$ cat src/rtl/freq_meter.sv
// freq_meter
// Gated frequency meter. Counts rising edges of the asynchronous input `in`
// over a window of GATE clk cycles, then publishes the count for one window
// period with a one-cycle valid strobe and a saturation flag. Windows run
// back-to-back with no dead cycle and no handshake.
//
// Parameters
//   GATE   window length in clk cycles (>= 2)
//   CNT_W  width of the edge counter and of freq
// Ports
//   clk    system clock, all flops on its rising edge
//   rst    synchronous active-high reset; discards the partial window
//   in     signal to measure (asynchronous)
//   freq   rising-edge count of the last completed window (saturated)
//   valid  one-cycle pulse: freq/ovf were updated this cycle
//   ovf    the last completed window saturated the edge counter
module freq_meter #(
  parameter int GATE  = 1000,
  parameter int CNT_W = 16
) (
  input  logic             clk,
  input  logic             rst,
  input  logic             in,
  output logic [CNT_W-1:0] freq,
  output logic             valid,
  output logic             ovf
);

  localparam int GW = (GATE > 1) ? $clog2(GATE) : 1;
  localparam logic [GW-1:0]    LAST = GW'(GATE - 1);
  localparam logic [CNT_W-1:0] CMAX = '1;

  logic             s1_reg, s2_reg, s3_reg;
  logic             rise;
  logic [GW-1:0]    gcnt_reg;
  logic [CNT_W-1:0] ecnt_reg;
  logic             sat_reg;

  logic             last;
  logic             inc_ovf;
  logic [CNT_W-1:0] ecnt_next;

  // Synchronizer and edge detector. While reset is held, s2 and s3 both
  // follow s1: rise stays low and the chain settles to the present level of
  // `in`, so a level held across reset is never mistaken for an edge.
  always_ff @(posedge clk) begin
    if (rst) begin
      s1_reg <= in;
      s2_reg <= s1_reg;
      s3_reg <= s1_reg;
    end else begin
      s1_reg <= in;
      s2_reg <= s1_reg;
      s3_reg <= s2_reg;
    end
  end

  assign rise = s2_reg & ~s3_reg;

  // Saturating increment shared by the running count and the published
  // result, so an edge on the last cycle belongs to the closing window.
  assign last      = (gcnt_reg == LAST);
  assign inc_ovf   = rise & (ecnt_reg == CMAX);
  assign ecnt_next = inc_ovf ? CMAX : (ecnt_reg + CNT_W'(rise));

  always_ff @(posedge clk) begin
    if (rst) begin
      gcnt_reg <= '0;
      ecnt_reg <= '0;
      sat_reg  <= 1'b0;
      freq     <= '0;
      ovf      <= 1'b0;
      valid    <= 1'b0;
    end else begin
      valid <= 1'b0;
      if (last) begin
        gcnt_reg <= '0;
        freq     <= ecnt_next;
        ovf      <= sat_reg | inc_ovf;
        valid    <= 1'b1;
        // Nothing carries into the next window.
        ecnt_reg <= '0;
        sat_reg  <= 1'b0;
      end else begin
        gcnt_reg <= gcnt_reg + GW'(1);
        ecnt_reg <= ecnt_next;
        if (inc_ovf) begin
          sat_reg <= 1'b1;
        end
      end
    end
  end

endmodule
$ cat config.mk
export PLATFORM = sky130hd
export DESIGN_NAME = freq_meter
export DESIGN_NICKNAME = d
export VERILOG_FILES = /design/src/rtl/freq_meter.sv
export SDC_FILE = /design/constraint.sdc
export NUM_CORES = 1
export LEC_CHECK = 0
export CAP_MARGIN = 20
export CELL_PAD_IN_SITES_DETAIL_PLACEMENT = 1
export CELL_PAD_IN_SITES_GLOBAL_PLACEMENT = 1
export CORE_ASPECT_RATIO = 1.2
export CORE_UTILIZATION = 30
export CTS_CLUSTER_SIZE = 12
export DETAILED_ROUTE_END_ITERATION = 10
export GPL_TIMING_DRIVEN = 0
export HOLD_SLACK_MARGIN = 0.15
export PLACE_DENSITY = 0.62
export SETUP_SLACK_MARGIN = 0.3
export SYNTH_ARGS = -nofsm -noshare
export SYNTH_HDL_FRONTEND = slang
export SYNTH_SLANG_ARGS = --single-unit
$ cat constraint.sdc
create_clock -name clk -period 2.3 [get_ports clk]
set_input_delay 0.46 -clock clk [delete_from_list [all_inputs] [get_ports clk]]
set_output_delay 0.46 -clock clk [all_outputs]
set_load 0.02 [all_outputs]
==> results.yml <==
status:
  status: "complete, no violations"
global_routing:
  grt_max_degree: 14
  grt_pass1_vias: 1582
  grt_pass1_wl_um: 7452
  grt-ovfl-total: 0
  grt_usage_pct: 14.82
  antenna_found_initial: 0
synthesis:
  ys.flop_type: "dfxtp_1"
  synth_cell_types: 29
  synth_area_um2: 1903
  synth_area_leaders: "dfxtp_1 (50%), xnor2_1 (7.4%), o21bai_1 (6.7%)"
  synth-seq-cells: 48
  syn_area_per_cell_um2: 9.660
  ys_seq_area_share_pct: 50.49
  yosysTopAreaCell: "dfxtp_1"
  async_flop_share_pct: 0
  synthCells: 197
  synth_edf_count: 0
  yosysWarnings: 0
  syn-num-nets: 203
  yosysTopAreaCellShare_pct: 50.49
timing:
  fmax_mhz: 548.0
  rsz0062_at_grt: "yes"
  tightest_slew_ns: 0.4866
  finalWorstPathRequiredPeriod_ns: 1.825
  drv_slew: 0
  hold_viol_final: 0
  setup_viol: 0
  period_share_pct: 79.34
  holdWs_ns: 0.3554
  setup_tns_ns: 0
  maxSlewHeadroom_pct: 67.56
  skew_ns: 0.01051
drt:
  post_drt_wl_per_cell_um: 14.00
  drt_iter0_markers: 68
  vias: 1485
  drtAntennaViolNets: 0
  viasPerCell: 4.821
  wl_um: 4312
  drc_errors: 0
  first_pass_iters: 3
power:
  p_seq_share_pct: 59.0
  p_switching_w: 0.0003054
  swShare_pct: 21.25
  peakVddDrop_uv: 287.1
  power_frac_clock_pct: 37.7
  p_comb_share_pct: 3.2
  p_int_w: 0.001132
  powerDensity_nw_per_um2: 607.8
  leakage_nw: 0.8688
worst_setup_path:
  worstPathCellList: "nor2b_1 -> ha_2 -> ha_2 -> nand3_4 -> nor4_4 -> xnor2_1 -> a21oi_1"
  endpoint_kind: "flop"
  cp_max_fo: 6
  cp.depth: 7
  startpoint_type: "flop"
  endpoint: "ecnt_reg[14]"
  slowest_stage: "dfxtp_1"
  required_ns: 2.47
  crit_top_cell: "ha_2"
  slowest_delay_ns: 0.37
  path_buf_inv: 0
  r2r_slack_ns: 0.48
  crit_family: "simple AND/OR/NAND/NOR gates"
  critPathLaunch: "s2_reg"
  worstReg2RegStart: "s2_reg"
  worstPathArrival_ns: 1.99
  r2r_cells: 7
  r2r-end: "ecnt_reg[14]"
  timing_worst_setup_path_type: "flop to flop"
placement:
  place_congestion: 0.6923
  hpwlAfterDp_um: 2996
  place_area_um2: 2206
  io_buffer_count: 20
  dp.cells: 299
hold_path:
  min_path_type: "flop to flop"
  worstHoldStart: "s1_reg"
clock_network:
  clkLatencyLatePin_ns: 0.30
  htreeDepth: 2
  cts_buffers: 5
  cts_sinks: 48
  root_buffer: "clkbuf_8"
  clkTransAtPathRegs_ns: 0.08
  cts_hold_buf: 0
  cts_buffer_depth: 2
  tritoncts: "yes"
die:
  core_area_um2: 6090
  die_h_um: 89.25
  fp-row-count: 31
  die_x_um: 74.71
  start_util_pct: 31.25
  ioPinCount: 21
  dieArea_um2: 6667
cells_and_area:
  fin_cells: 308
  area_delta_synth_final_pct: 24.26
  fin_nets: 232
  antenna_cells: 0
  drive_gt1_share_pct: 11.06
  fin_area_um2: 2365
flow_run:
  drv_cap: 0
## final cells by class
type / instances / area [um2]
Fill cell: 725 / 3725
Buffer: 11 / 70.07
Multi-Input combinational cell: 132 / 897.1
Tap cell: 82 / 102.6
Clock buffer: 7 / 96.34
Timing Repair Buffer: 22 / 215.2
Inverter: 6 / 22.52
Sequential cell: 48 / 960.9
## stage by stage
step	total power, W	setup slack [ns]	util, %
CTS	0.001452	0.3440	37.99
floorplan	0.0008992	0.5883	-
global placement	0.0009128	0.3096	36.22
finish	0.001437	0.4751	38.83
global route	0.001498	0.2868	38.83
detailed placement	0.0009153	0.2185	36.22
## worst register-to-register path, delay by kind of cell, from the launching register on
| kind | cells | cell delay, ns |
|---|---|---|
| fa+ha+maj | 2 | 0.46 |
| flops | 1 | 0.37 |
| compound gates | 1 | 0.09 |
| xor+xnor | 1 | 0.18 |
| simple gates | 3 | 0.60 |
## cell usage in the layout (no fill, tap or decap), types with 2 or more instances in the layout
cell type / count
a21oi_1: 17
clkbuf_8: 7
nor4_4: 2
ha_2: 2
clkdlybuf4s50_1: 20
nand2_1: 10
buf_6: 2
xnor2_1: 16
nand4_1: 3
xor2_1: 4
nor2b_1: 2
clkbuf_1: 4
inv_1: 6
buf_2: 2
nand3_1: 6
nor3_1: 8
a31oi_1: 17
o21bai_1: 17
dfxtp_1: 48
buf_4: 5
nor2_1: 15
## cell families after synthesis
kind of cell | count (synthesis) | share of synthesized area (%)
AOI/OAI and AO/OA | 54 | 18.01
and+or+nand+nor | 54 | 14.86
DFF | 48 | 50.49
xor gates and xnor gates | 20 | 9.204
buffers and inverters | 17 | 4.865
adders and majority gates | 3 | 1.973
muxes | 1 | 0.5917
## layer usage
| metal | GRT usage [%] | wire length, um | up-vias |
|---|---|---|---|
| li1 | - | - | 749 |
| met1 | 17.90 | 2049 | 712 |
| met2 | 26.37 | 2120 | 18 |
| met3 | 3.382 | 99 | 6 |
| met4 | 3.602 | 44 | 0 |
| met5 | 0 | 0 | - |
## how the worst min path moves through the flow
stage,end,slack (ns),cells past startpoint
global route,s2_reg,0.36,0
detailed placement,s2_reg,0.34,0
finish,s2_reg,0.36,0
floorplan,s2_reg,0.33,0
CTS,s2_reg,0.36,0
global placement,s2_reg,0.33,0
## synth_stat cells, types with 2 or more instances
cell type	n
a21oi_1	17
a31oi_1	17
buf_2	2
buf_4	3
buf_6	2
clkbuf_1	4
dfxtp_1	48
ha_1	3
inv_1	6
nand2_1	10
nand3_1	7
nand4_1	3
nor2_1	15
nor2b_1	2
nor3_1	8
nor4_1	3
o21bai_1	17
xnor2_1	16
xor2_1	4
## power by group through the flow
| stage | Clock (W) | Sequential [W] | Combinational [W] |
|---|---|---|---|
| after CTS | 0.000556 | 0.000848 | 0.0000476 |
| after detailed placement | 0 | 0.000868 | 0.0000475 |
| after global routing | 0.000594 | 0.000850 | 0.0000535 |
| final | 0.000542 | 0.000848 | 0.0000466 |
| after floorplan | 0 | 0.000866 | 0.0000337 |
| after global placement | 0 | 0.000867 | 0.0000459 |
## what timing repair did
action,in CTS,in global routing
pin swaps,0,1
setup buffers,0,2
resized for setup,2,6
setup endpoints to repair,2,34
Note: power is estimated with default switching activity, not from simulation.
